[config.mk]
export PLATFORM = sky130hd
export DESIGN_NAME = storage_compare_monitor
export DESIGN_NICKNAME = d
export VERILOG_FILES = /design/src/rtl/storage_compare_monitor.sv
export SDC_FILE = /design/constraint.sdc
export NUM_CORES = 1
export LEC_CHECK = 0
export ABC_CLOCK_PERIOD_IN_PS = 3500
export BUFFER_PORTS_ARGS = -buffer_cell sky130_fd_sc_hd__buf_4
export CORE_MARGIN = 2
export CORE_UTILIZATION = 57
export DETAILED_ROUTE_END_ITERATION = 10
export PLACE_DENSITY = 0.8
export SLEW_MARGIN = 20
export SYNTH_ARGS = -nofsm -noshare
export SYNTH_HDL_FRONTEND = slang
export SYNTH_SLANG_ARGS = --single-unit
[constraint.sdc]
create_clock -name clk -period 3.5 [get_ports clk]
set_input_delay 0.35 -clock clk [delete_from_list [all_inputs] [get_ports clk]]
set_output_delay 0.35 -clock clk [all_outputs]
set_load 0.005 [all_outputs]
[src/rtl/storage_compare_monitor.sv]
// storage_compare_monitor
// Synchronises the latch / posedge-FF / negedge-FF outputs (qa, qb, qc) into
// clk, then over a software-started window of N cycles counts per-pair
// disagreements and records the first window index with any disagreement.
// Results are held with done until the next start.
// Optional build macro STORAGE_CMP_TOGGLE_CNT_EN adds per-input toggle counters
// (tog_a, tog_b, tog_c).
module storage_compare_monitor #(
  parameter int CNT_W       = 16,
  parameter int WIN_W       = 16,
  parameter int SYNC_STAGES = 2    // legal range 2..4
) (
  input  logic             clk,
  input  logic             rst_n,
  input  logic             qa,
  input  logic             qb,
  input  logic             qc,
  input  logic             start,
  input  logic [WIN_W-1:0] window_len,
  output logic             busy,
  output logic             done,
  output logic [CNT_W-1:0] cnt_ab,
  output logic [CNT_W-1:0] cnt_bc,
  output logic [CNT_W-1:0] cnt_ac,
  output logic [WIN_W-1:0] first_idx,
  output logic             first_vld
`ifdef STORAGE_CMP_TOGGLE_CNT_EN
  ,
  output logic [CNT_W-1:0] tog_a,
  output logic [CNT_W-1:0] tog_b,
  output logic [CNT_W-1:0] tog_c
`endif
);

  typedef enum logic [1:0] {
    S_IDLE    = 2'd0,
    S_ARM     = 2'd1,
    S_MEASURE = 2'd2,
    S_DONE    = 2'd3
  } state_t;

  localparam logic [1:0]       ARM_LAST = 2'(SYNC_STAGES - 1);
  localparam logic [WIN_W-1:0] WIN_ONE  = WIN_W'(1);

  state_t                 state, state_nxt;
  logic                   accept;
  logic [SYNC_STAGES-1:0] sync_a, sync_b, sync_c;
  logic                   sa, sb, sc;
  logic [1:0]             arm_cnt;
  logic [WIN_W-1:0]       win_len_q;
  logic [WIN_W-1:0]       idx;
  logic                   last_sample;
  logic                   diff_ab, diff_bc, diff_ac;

  // Saturating increment: holds at all-ones instead of wrapping.
  function automatic logic [CNT_W-1:0] sat_inc(input logic [CNT_W-1:0] v);
    return (&v) ? v : v + 1'b1;
  endfunction

  assign sa = sync_a[SYNC_STAGES-1];
  assign sb = sync_b[SYNC_STAGES-1];
  assign sc = sync_c[SYNC_STAGES-1];

  assign diff_ab = sa ^ sb;
  assign diff_bc = sb ^ sc;
  assign diff_ac = sa ^ sc;

  // The window index never exceeds N-1, so a full-range N cannot overflow it.
  assign last_sample = (idx == win_len_q - WIN_ONE);

  // Input synchronisers run in every state, independent of the FSM.
  always_ff @(posedge clk or negedge rst_n) begin
    // NOTE: every flop here is reset, including the synchroniser chains, so
    // the first post-reset samples are deterministic rather than X.
    if (!rst_n) begin
      sync_a <= '0;
      sync_b <= '0;
      sync_c <= '0;
    end else begin
      // NOTE: non-blocking assignments make each stage take the previous
      // stage's old value, which is what forms a shift chain.
      sync_a <= {sync_a[SYNC_STAGES-2:0], qa};
      sync_b <= {sync_b[SYNC_STAGES-2:0], qb};
      sync_c <= {sync_c[SYNC_STAGES-2:0], qc};
    end
  end

  // Next-state logic; start is only honoured from IDLE or DONE.
  always_comb begin
    // NOTE: defaults first, so no path through the case leaves a variable
    // unassigned and no latch is inferred.
    state_nxt = state;
    accept    = 1'b0;
    case (state)
      S_IDLE, S_DONE: begin
        if (start) begin
          state_nxt = S_ARM;
          accept    = 1'b1;
        end
      end
      S_ARM: begin
        if (arm_cnt == ARM_LAST) begin
          state_nxt = (win_len_q == '0) ? S_DONE : S_MEASURE;
        end
      end
      S_MEASURE: begin
        if (last_sample) state_nxt = S_DONE;
      end
      default: state_nxt = S_IDLE;
    endcase
  end

  // State register with registered busy/done decoded from the next state.
  always_ff @(posedge clk or negedge rst_n) begin
    if (!rst_n) begin
      state <= S_IDLE;
      busy  <= 1'b0;
      done  <= 1'b0;
    end else begin
      state <= state_nxt;
      busy  <= (state_nxt == S_ARM) || (state_nxt == S_MEASURE);
      done  <= (state_nxt == S_DONE);
    end
  end

  // Window bookkeeping and mismatch counters; cleared on every accepted start.
  always_ff @(posedge clk or negedge rst_n) begin
    if (!rst_n) begin
      win_len_q <= '0;
      arm_cnt   <= '0;
      idx       <= '0;
      cnt_ab    <= '0;
      cnt_bc    <= '0;
      cnt_ac    <= '0;
      first_idx <= '0;
      first_vld <= 1'b0;
    end else if (accept) begin
      win_len_q <= window_len;
      arm_cnt   <= '0;
      idx       <= '0;
      cnt_ab    <= '0;
      cnt_bc    <= '0;
      cnt_ac    <= '0;
      first_idx <= '0;
      first_vld <= 1'b0;
    end else begin
      if (state == S_ARM) arm_cnt <= arm_cnt + 1'b1;
      if (state == S_MEASURE) begin
        if (diff_ab) cnt_ab <= sat_inc(cnt_ab);
        if (diff_bc) cnt_bc <= sat_inc(cnt_bc);
        if (diff_ac) cnt_ac <= sat_inc(cnt_ac);
        if ((diff_ab || diff_bc || diff_ac) && !first_vld) begin
          first_idx <= idx;
          first_vld <= 1'b1;
        end
        if (!last_sample) idx <= idx + WIN_ONE;
      end
    end
  end

`ifdef STORAGE_CMP_TOGGLE_CNT_EN
  logic prev_a, prev_b, prev_c;

  // Toggle counters. prev_* always holds last cycle's synchronised value, so
  // at the first MEASURE sample it carries the value seen in the last ARM
  // cycle: the comparison is against a real input, never reset/stale state.
  always_ff @(posedge clk or negedge rst_n) begin
    if (!rst_n) begin
      prev_a <= 1'b0;
      prev_b <= 1'b0;
      prev_c <= 1'b0;
      tog_a  <= '0;
      tog_b  <= '0;
      tog_c  <= '0;
    end else begin
      prev_a <= sa;
      prev_b <= sb;
      prev_c <= sc;
      if (accept) begin
        tog_a <= '0;
        tog_b <= '0;
        tog_c <= '0;
      end else if (state == S_MEASURE) begin
        if (sa != prev_a) tog_a <= sat_inc(tog_a);
        if (sb != prev_b) tog_b <= sat_inc(tog_b);
        if (sc != prev_c) tog_c <= sat_inc(tog_c);
      end
    end
  end
`endif

endmodule

# == After elaboration in Yosys (flattened, before gate mapping) ==
# Cells that the tools add are included.
# totals
word_cells,87
register_bits,109
out_inout_bits,67
inputBits,22
# op_classes
reduce_logical,22
bitwise,3
eq_ne,12
add_sub_neg,6
mux,30
# ops
op,count
2-to-1 mux 16 bit,18
"adder 16 x 1 -> 16 bit, second input constant",4
AND reduction 16 bit,3
== test 16 bit,1
logical NOT 16 bit,1
"subtractor 16 x 1 -> 16 bit, second input constant",1
nonzero test 2 bit,6
2-to-1 mux 2 bit,5
AND reduction 3 bit,3
"== test 2 bit, second input constant",4
"inequality test 2 bit, second input constant",4
"== test 2 x 1 -> 1 bit, second input constant",3
2-to-1 mux 1 bit,6
case mux 2 bit (3 select lines),1
AND reduction 2 bit,2
logical OR 1 bit,3
bitwise XOR 1 bit,3
"adder 2 x 1 -> 2 bit, second input constant",1
logical NOT 2 bit,1
OR reduction 2 bit,1
logical AND 1 bit,1
logical NOT 1 bit,1

# == Depth between registers and ports, before layout ==
# Gate-level depths: netlist (run 1).
# depth
word_depth,7
depth_mapped,11
depth_no_buf,11

# == Worst setup path before layout (run 1) ==
# Ideal clock, no wire load.
# synth_path
path_type,register -> register
from,register win_len_q[6]
to,register idx[6]
required_time_ps,3364
setup_slack_ps,452
setup_ps,136
arrival_time_ps,2911
path_stages_with_launch,11
path_cell_list,dfrtp_1 -> buf_6 -> or4_4 -> or3_4 -> o31a_1 -> nor4b_1 -> or4b_1 -> and4bb_4 -> buf_6 -> or3_2 -> a21oi_1
# synth_via
elab_chain_len,4
# synth_rtl
item,line,text
"start, declared",50,logic [WIN_W-1:0] win_len_q;
"start signal, assigned",138,win_len_q <= window_len;
subtractor 16 x 1 -> 16 bit,69,assign last_sample = (idx == win_len_q - WIN_ONE);
== test 16 bit,69,
inequality test 2 bit (no line),-,
AND reduction 2 bit (no line),-,
"end signal, assigned",156,if (!last_sample) idx <= idx + WIN_ONE;
"end, declared",51,logic [WIN_W-1:0] idx;
# No other way between the ends.
# A chain may end at the register's enable or synchronous reset.

# == Worst setup path after layout (run 1) ==
# layout_path
from,register win_len_q[0]
to,register busy
# layout_via
elab_chain_len,6
elab_cells_between_ends,10
cone_classes,1 x add/sub; 3 x eq/ne; 4 x mux; 2 x reduce/logical
# layout_rtl
item,line,text
subtractor 16 x 1 -> 16 bit / logical NOT 16 bit (equally long branches),"69, 103",
== test 16 bit / 2-to-1 mux 1 bit (equally long branches),"69, 103",
"2-to-1 mux 2 bit, on equally long branches","107, 102",
case mux 2 bit (3 select lines) (*),94,case (state)
== test 2 x 1 -> 1 bit / == test 2 bit (equally long branches),121,busy <= (state_nxt == S_ARM) || (state_nxt == S_MEASURE);
logical OR 1 bit (*),121,
"end signal, assigned",121,
"end, declared",20,"output logic busy,"
# Mark *: on every way between the ends. The rest lies on a longest branch, timed or not.

==> metrics.cfg, run 1 <==
[critical_path]
crit_fanout=6
rr_endpoint=busy$_DFF_PN0_
worstPathCellList=inv_1 > ha_1 > or3b_2 > or2_2 > o311a_1 > o21ai_0 > nand4_1 > o21ai_0 > nand2_1 > a21oi_1 > ha_1
critPathSlowestCell=or3b_2
worstPathRequired_ns=3.78
regToRegSetupSlack_ns=0.26
reg2reg_depth=11
path_class=reg2reg
r2r_start=win_len_q[0]$_DFFE_PN0P_
arrival_ns=3.51
cpPeakStageDelay_ns=0.48
end_kind=flip-flop
critPathLaunchType=flip-flop

[yosys]
synth_cell_types=55
yosys-top-cells-area=dfrtp_1, nor2_1, xnor2_1
netlist_area_sq_um=5650
synth_edf_count=0
synth_simple_gate_area_share_pct=24.8
yosysWarnings=0
yosys.area.top_type=dfrtp_1
synth-seq-area-share_pct=48.3
synth-adder-area-share_pct=1.99
synth.top_cell.area_share_pct=48.3
synth.area.mux_share_pct=3.90
synthCells=593
synth-compound-area-share_pct=8.09
async_flop_share_pct=100
ys_ff_latch=109
synth_xor_area_share_pct=9.93
synth-main-ff-cell=dfrtp_1
syn_nets=624
synth_top_family_by_area=simple AND/OR/NAND/NOR gates
syn_avg_cell_area_sq_um=9.52

[sta]
layout_min_cycle_time_ns=3.24
timing.setup.tns_ns=0
tightestPinTransition_ns=0.772
slew_headroom_pct=48.4
fin_ws_ns=0.264
fin_crit_sh_pct=92.4
rsz0062_at_grt=no
clock.fmax_ghz=0.309
fin_hold_ws_ns=-0.000384
setup_viol=0
drv_slew=0
hold_violations=3
clock_skew_ns=0.0106

[power]
powerDensity_nw_per_um2=553
p_sw_mw=1.43
pwr-share-clk_pct=20.9
power_switching_share_pct=38.9
power.share.sequential_pct=44.3
leakage_nw=3.18
power_mw=3.66
ir_worst_vdd_uv=289
comb_power_share_pct=34.8
p_int_mw=2.24

[floorplanning]
core_sq_um=9680
die_y_um=104
die-area_sq_um=10700
initial_core_util_pct=58.3
rows=36
die-width_um=104
ioPinCount=89

[route]
wirelength_mm=12.8
drtIter0Drc=236
avgRoutedWirePerCell_um=15.8
vias=4580
drc=0
antenna_left=0
first_pass_iters=4
vias_per_cell=5.65

[cts]
cts_sinks=109
clock_latency_ns=0.38
cts_tree=yes
root_buffer=clkbuf_8
htree_num_levels=3
post_cts.repair.setup_buffers=0
clk_pin_slew_ns=0.11
numCtsBuffers=9
post_cts_resized=0
cts_max_path_buffers=2
cts_hold_buf=0

[global_routing]
grt_pass1_wl_mm=21.7
gr-total-overflow=0
antenna_found_initial=0
grt_pass1_vias=4523
grt_max_degree=110
grt_usage_pct=24.8

[finish]
layout_commonest_cell=dfrtp_1
area_growth_pct=17.4
nNetsFinal=704
final_cell_mix=dfrtp_1, buf_4, nor2_1
diodes=0
drive_gt1_share_pct=19.3

[run_status]
violations=hold timing
status=finished with violations

[placement]
portBuffers=88
globalplace.congestion=0.916
dp_slack_ns=0.195
post-dp-hpwl_mm=9.05

[min_path]
hold_path_class=in2async

[job]
cap_violations=0

==> critical path, delay by kind of cell (launching register included) <==
kind | cells | cell delay (ns)
simple gates | 4 | 1.14
compound gates | 4 | 0.92
fa+ha+maj | 2 | 0.51
flops | 1 | 0.46
buf+inv | 1 | 0.10
==> power by group through the flow <==
stage	clock (mW)	combinational, mW	sequential [mW]
finish	0.766	1.27	1.63
floorplan	0	0.941	1.57
global route	0.838	1.42	1.65
CTS	0.788	1.27	1.62
global placement	0	1.21	1.63
detailed placement	0	1.27	1.64
==> flip-flops by register name (all words and copies together) (netlist names), 16 cells and up <==
register	cells
idx	16
cnt_ab	16
cnt_bc	16
win_len_q	16
cnt_ac	16
first_idx	16
==> how the worst max path moves through the flow <==
stage,end,slack (ns),startpoint
after CTS,idx[13]$_DFFE_PN0P_,0.19,win_len_q[2]$_DFFE_PN0P_
after detailed placement,idx[13]$_DFFE_PN0P_,0.20,win_len_q[2]$_DFFE_PN0P_
final,busy$_DFF_PN0_,0.26,win_len_q[0]$_DFFE_PN0P_
after global placement,idx[13]$_DFFE_PN0P_,0.32,win_len_q[2]$_DFFE_PN0P_
after floorplan,idx[6]$_DFFE_PN0P_,0.45,win_len_q[6]$_DFFE_PN0P_
after global routing,idx[6]$_DFFE_PN0P_,0.04,win_len_q[0]$_DFFE_PN0P_
==> through the flow <==
| step | cells | hold slack [ns] | utilization (%) | instance area, sq um |
|---|---|---|---|---|
| after floorplan | 593 | 0.0544 | - | 5650 |
| after global placement | 794 | 0.332 | 66.3 | 6420 |
| after detailed placement | 794 | 0.336 | 66.3 | 6420 |
| after CTS | 810 | 0.0406 | 68.3 | 6620 |
| after global routing | 811 | 0.0510 | 68.4 | 6630 |
| final | 811 | -0.000384 | 68.4 | 6630 |
==> cells in the mapped netlist, drive strengths merged, types with 8 or more instances <==
library cell and number:
a21oi 14, and2 9, and3 8, clkbuf 22, dfrtp 109, ha 9
inv 13, mux2i 22, nand2 73, nand3 21, nand4 15, nor2 90
o211ai 12, o21ai 20, or3 9, xnor2 32, xor2 32
==> cells by family after synthesis <==
kind of cell,count (synthesis)
and+or+nand+nor,279
DFF,109
AOI/OAI and AO/OA,70
xor gates and xnor gates,64
buffers and inverters,40
muxes,22
adders and majority gates,9
==> routing by layer <==
layer	wire length (um)	global-route usage [%]	share of wire (%)	up-vias
met2	6320	42.1	49	109
met1	5680	31.9	44	2237
li1	-	-	-	2215
met5	0	0	0	-
met3	627	6.48	4.9	19
met4	174	6.08	1.4	0
==> cell type report <==
cell class	instances	area (sq um)
fillers	789	3060
multi-input cells	444	2750
flip-flops and latches	109	2730
repair buffers	96	733
well taps	133	166
clock buffers	10	138
clock inverters	6	60.1
inverters	13	48.8
No activity file was read; power rests on OpenSTA's default activity.
==> inputs of run 2 (changes only) <==
--- a/config.mk
+++ b/config.mk
@@ -7,10 +7,12 @@
 export LEC_CHECK = 0
 export ABC_CLOCK_PERIOD_IN_PS = 3500
 export BUFFER_PORTS_ARGS = -buffer_cell sky130_fd_sc_hd__buf_4
+export CAP_MARGIN = 20
 export CORE_MARGIN = 2
 export CORE_UTILIZATION = 57
 export DETAILED_ROUTE_END_ITERATION = 10
 export PLACE_DENSITY = 0.8
+export RECOVER_POWER = 100
 export SLEW_MARGIN = 20
 export SYNTH_ARGS = -nofsm -noshare
 export SYNTH_HDL_FRONTEND = slang
==> metrics.cfg, run 2 (synthesis gave the netlist of run 1 again) <==
[placement]
portBuffers=88  ; unchanged
place_area_sq_um=6420  ; unchanged
post-dp-hpwl_mm=9.05  ; unchanged
globalplace.congestion=0.916  ; unchanged

[floorplanning]
initial_core_util_pct=58.3  ; unchanged
die-area_sq_um=10700  ; unchanged
die-width_um=104  ; unchanged
core_sq_um=9680  ; unchanged
ioPinCount=89  ; unchanged
rows=36  ; unchanged
die_y_um=104  ; unchanged

[route]
antenna_left=0  ; unchanged
vias_per_cell=5.65  ; about the same
avgRoutedWirePerCell_um=15.7  ; was 15.8 um
first_pass_iters=5  ; was 4
wirelength_mm=12.8  ; about the same
vias=4581  ; was 4,580
drc=0  ; unchanged
drtIter0Drc=260  ; was 236

[power]
leakage_nw=3.10  ; was 3.18 nW
p_int_mw=2.22  ; was 2.24 mW
ir_worst_vdd_uv=282  ; was 289 uV
power_switching_share_pct=39.0  ; was 38.9%
comb_power_share_pct=34.3  ; was 34.8%
powerDensity_nw_per_um2=554  ; was 553 nW/um^2
p_sw_mw=1.42  ; was 1.43 mW
pwr-share-clk_pct=21.0  ; was 20.9%
power.share.sequential_pct=44.6  ; was 44.3%

[critical_path]
endpoint=idx[13]$_DFFE_PN0P_  ; was busy$_DFF_PN0_
path_class=reg2reg  ; unchanged
critPathLaunchType=flip-flop  ; unchanged
rr_endpoint=idx[13]$_DFFE_PN0P_  ; was busy$_DFF_PN0_
reg2reg_depth=8  ; was 11
end_kind=flip-flop  ; unchanged
arrival_ns=3.53  ; was 3.51 ns
cp-startpoint=win_len_q[2]$_DFFE_PN0P_  ; was win_len_q[0]$_DFFE_PN0P_
crit_fanout=13  ; was 6
regToRegSetupSlack_ns=0.26  ; about the same
r2r_start=win_len_q[2]$_DFFE_PN0P_  ; was win_len_q[0]$_DFFE_PN0P_
worstPathRequired_ns=3.79  ; was 3.78 ns

[global_routing]
gr-total-overflow=0  ; unchanged
grt_max_degree=110  ; unchanged
antenna_found_initial=0  ; unchanged
grt_pass1_vias=4523  ; unchanged
grt_usage_pct=24.8  ; unchanged
grt_pass1_wl_mm=21.7  ; unchanged

[finish]
area_growth_pct=16.3  ; was 17.4%
nNetsFinal=704  ; unchanged
drive_gt1_share_pct=17.7  ; was 19.3%
fin_area_sq_um=6570  ; was 6630 sq um
final_cell_mix=dfrtp_1, nor2_1, nand2_1  ; was dfrtp_1, buf_4, nor2_1
diodes=0  ; unchanged
layout_commonest_cell=dfrtp_1  ; unchanged

[cts]
clock_latency_ns=0.38  ; about the same
cts_tree=yes  ; unchanged
cts_max_path_buffers=2  ; unchanged
numCtsBuffers=9  ; unchanged
cts_sinks=109  ; unchanged
htree_num_levels=3  ; unchanged
clk_pin_slew_ns=0.11  ; about the same
root_buffer=clkbuf_8  ; unchanged
post_cts_resized=0  ; unchanged
cts_hold_buf=0  ; unchanged
post_cts.repair.setup_buffers=0  ; unchanged

[sta]
tightestPinTransition_ns=2.65  ; was 0.772 ns
layout_min_cycle_time_ns=3.24  ; about the same
timing.setup.tns_ns=0  ; unchanged
clock_skew_ns=0.0113  ; was 0.0106 ns
slew_headroom_pct=-76.9  ; was 48.4%
hold_violations=0  ; was 3
rsz0062_at_grt=no  ; unchanged
drv_slew=110  ; was 0
setup_viol=0  ; unchanged
clock.fmax_ghz=0.309  ; about the same
fin_hold_ws_ns=0.0918  ; was -0.000384 ns
fin_crit_sh_pct=92.5  ; was 92.4%

[run_status]
violations=capacitance limit, slew limit  ; was hold timing
status=finished with violations  ; unchanged

[min_path]
hold_path_class=in2reg  ; was in2async

[job]
cap_violations=1  ; was 0

## run 2: cell count changes in the layout (fill, tap and decap cells not counted), sizes merged
cell	previous run	this run
buf	96	21
clkbuf	10	85
## run 2: power groups by stage
stage	clock, mW	sequential (mW)	combinational (mW)
2_1_floorplan	0	1.57	0.941
3_3_place_gp	0	1.63	1.21
3_5_place_dp	0	1.64	1.27
4_1_cts	0.788	1.62	1.27
5_1_grt	0.838	1.65	1.40
6_report	0.766	1.62	1.25
## run 2: layer usage
metal	vias up	wire, um	track usage [%]
met5	-	0	0
met4	0	172	6.08
met3	19	690	6.48
met2	117	6350	42.1
met1	2239	5550	31.9
li1	2206	-	-
## run 2: worst min path at each step
stage | start | endpoint | slack, ns | cells after the start
floorplan | rst_n | arm_cnt[0]$_DFFE_PN0P_ | 0.05 | 0
global placement | sync_a[0]$_DFF_PN0_ | sync_a[1]$_DFF_PN0_ | 0.33 | 0
detailed placement | sync_b[0]$_DFF_PN0_ | sync_b[1]$_DFF_PN0_ | 0.34 | 0
CTS | rst_n | first_idx[7]$_DFFE_PN0P_ | 0.04 | 2
global route | qb | sync_b[0]$_DFF_PN0_ | 0.07 | 1
finish | qc | sync_c[0]$_DFF_PN0_ | 0.09 | 1
## run 2: through the flow
stage	total power, mW	cells	utilization [%]	setup slack, ns
after CTS	3.68	810	68.3	0.190
after detailed placement	2.91	794	66.3	0.195
after global routing	3.89	811	67.8	0.0491
final	3.64	811	67.8	0.263
after global placement	2.84	794	66.3	0.322
after floorplan	2.52	593	-	0.452
## run 2: final cells by class
cell class / instances / area (sq um)
Fill cell: 805 / 3120
Timing Repair Buffer: 96 / 682
Clock inverter: 6 / 60.1
Inverter: 13 / 48.8
Sequential cell: 109 / 2730
Tap cell: 133 / 166
Clock buffer: 10 / 138
Multi-Input combinational cell: 444 / 2740
## run 2: critical path, cell delays in order (launching register included)
cell and delay, ns:
dfrtp_1 0.46, or4_1 0.63, nor4_1 0.35, clkbuf_1 0.22, mux2i_1 0.20, o211ai_1 0.17
and4bb_4 0.29, or4_2 0.65, a21oi_1 0.18
==> inputs of run 3 (changes only) <==
--- a/config.mk
+++ b/config.mk
@@ -11,8 +11,10 @@
 export CORE_MARGIN = 2
 export CORE_UTILIZATION = 57
 export DETAILED_ROUTE_END_ITERATION = 10
+export MAX_ROUTING_LAYER = met4
 export PLACE_DENSITY = 0.8
 export RECOVER_POWER = 100
+export REMOVE_ABC_BUFFERS = 1
 export SLEW_MARGIN = 20
 export SYNTH_ARGS = -nofsm -noshare
 export SYNTH_HDL_FRONTEND = slang
==> metrics.cfg, run 3 (synthesis gave the netlist of run 1 again) <==
[global_routing]
grt_usage_pct=25.6  ; was 24.8%
gr-total-overflow=0  ; unchanged
grt_pass1_wl_mm=21.9  ; was 21.7 mm
grt_pass1_vias=4610  ; was 4,523
antenna_found_initial=0  ; unchanged
grt_max_degree=62  ; was 110

[finish]
diodes=0  ; unchanged
final_cell_mix=dfrtp_1, nor2_1, nand2_1  ; unchanged
nNetsFinal=705  ; was 704
drive_gt1_share_pct=17.8  ; was 17.7%
layout_commonest_cell=dfrtp_1  ; unchanged
area_growth_pct=16.9  ; was 16.3%
fin_cells=811  ; unchanged
nFillCells=781  ; was 805

[placement]
globalplace.congestion=0.919  ; was 0.916
dpl.cell_count=794  ; unchanged
dp_slack_ns=0.178  ; was 0.195 ns
portBuffers=88  ; unchanged
post-dp-hpwl_mm=9.16  ; was 9.05 mm

[cts]
cts_max_path_buffers=2  ; unchanged
cts_hold_buf=0  ; unchanged
clock_latency_ns=0.37  ; was 0.38 ns
root_buffer=clkbuf_8  ; unchanged
post_cts_resized=0  ; unchanged
clk_pin_slew_ns=0.10  ; was 0.11 ns
cts_tree=yes  ; unchanged
htree_num_levels=3  ; unchanged
numCtsBuffers=9  ; unchanged
cts_sinks=109  ; unchanged
post_cts.repair.setup_buffers=0  ; unchanged

[job]
cap_violations=1  ; unchanged

[floorplanning]
die-area_sq_um=10700  ; unchanged
rows=36  ; unchanged
die-width_um=104  ; unchanged
initial_core_util_pct=58.3  ; unchanged
die_y_um=104  ; unchanged
ioPinCount=89  ; unchanged
core_sq_um=9680  ; unchanged

[sta]
drv_slew=53  ; was 110
tightestPinTransition_ns=2.81  ; was 2.65 ns
slew_headroom_pct=-87.1  ; was -76.9%
clock.fmax_ghz=0.301  ; was 0.309 GHz
setup_viol=0  ; unchanged
clock_skew_ns=0.0157  ; was 0.0113 ns
fin_ws_ns=0.178  ; was 0.263 ns
hold_violations=0  ; unchanged
layout_min_cycle_time_ns=3.32  ; was 3.24 ns
fin_crit_sh_pct=94.9  ; was 92.5%

[route]
vias=4604  ; was 4,581
first_pass_iters=4  ; was 5
avgRoutedWirePerCell_um=15.8  ; was 15.7 um
antenna_left=0  ; unchanged
drtIter0Drc=201  ; was 260
vias_per_cell=5.68  ; was 5.65
wirelength_mm=12.8  ; about the same
drc=0  ; unchanged

[min_path]
hold_path_depth=1  ; unchanged
hold_path_class=in2reg  ; unchanged

[critical_path]
crit_fanout=7  ; was 13
arrival_ns=3.60  ; was 3.53 ns
reg2reg_depth=10  ; was 8
critPathLaunchType=flip-flop  ; unchanged
worstPathRequired_ns=3.78  ; was 3.79 ns
end_kind=flip-flop  ; unchanged
path_class=reg2reg  ; unchanged

[power]
leakage_nw=3.10  ; about the same
powerDensity_nw_per_um2=552  ; was 554 nW/um^2
ir_worst_vdd_uv=253  ; was 282 uV

[run_status]
violations=capacitance limit, slew limit  ; unchanged
status=finished with violations  ; unchanged

-- run 3: worst max-delay path, cell delays in order, from the launching register on --
cell and delay, ns:
dfrtp_1 0.46, inv_1 0.10, ha_1 0.23, or3b_2 0.49, or2_2 0.30, o311a_1 0.34, o21ai_0 0.14, nand4_1 0.33
o21ai_0 0.50, o21ai_0 0.18, a21oi_1 0.16
-- run 3: worst paths after layout --
| check | slack (ns) | from | to |
|---|---|---|---|
| worst max-delay path | 0.18 | win_len_q[0]$_DFFE_PN0P_ | idx[9]$_DFFE_PN0P_ |
| worst min-delay path | 0.10 | qc | sync_c[0]$_DFF_PN0_ |
| worst max register to register | 0.18 | win_len_q[0]$_DFFE_PN0P_ | idx[9]$_DFFE_PN0P_ |
| worst min register to register | 0.36 | sync_c[0]$_DFF_PN0_ | sync_c[1]$_DFF_PN0_ |
| max in group asynchronous | 1.04 | rst_n | cnt_ab[5]$_DFFE_PN0P_ |
| min in group asynchronous | 0.87 | rst_n | cnt_ab[10]$_DFFE_PN0P_ |
-- run 3: per-stage QoR --
step | total power [mW] | setup TNS, ns | utilization (%) | hold WS [ns] | instance area (sq um)
floorplan | 2.46 | -37.93 | - | 0.0544 | 5520
global placement | 2.82 | 0 | 66.3 | 0.335 | 6420
detailed placement | 2.90 | 0 | 66.3 | 0.339 | 6420
CTS | 3.66 | 0 | 68.3 | 0.0289 | 6620
global route | 3.91 | -0.0154 | 68.1 | 0.0992 | 6600
finish | 3.64 | 0 | 68.1 | 0.104 | 6600
-- run 3: routing by layer --
metal	routed length, um	track usage [%]	vias to the layer above
met5	0	-	-
met4	285	11.5	0
met3	576	3.78	23
met2	6420	41.2	129
met1	5530	32.3	2243
li1	-	-	2209
-- run 3: power breakdown --
part	internal, mW	switching [mW]
registers	1.42	0.225
clock network	0.349	0.424
logic	0.499	0.728
total	2.27	1.38
-- run 3: layout make-up --
type / count / area, sq um / area share (%)
Inverter: 13 / 48.8 / 0.740
Clock buffer: 10 / 138 / 2.09
Sequential cell: 109 / 2730 / 41.3
Multi-Input combinational cell: 444 / 2750 / 41.7
Tap cell: 133 / 166 / 2.52
Timing Repair Buffer: 97 / 707 / 10.7
Clock inverter: 5 / 60.1 / 0.910
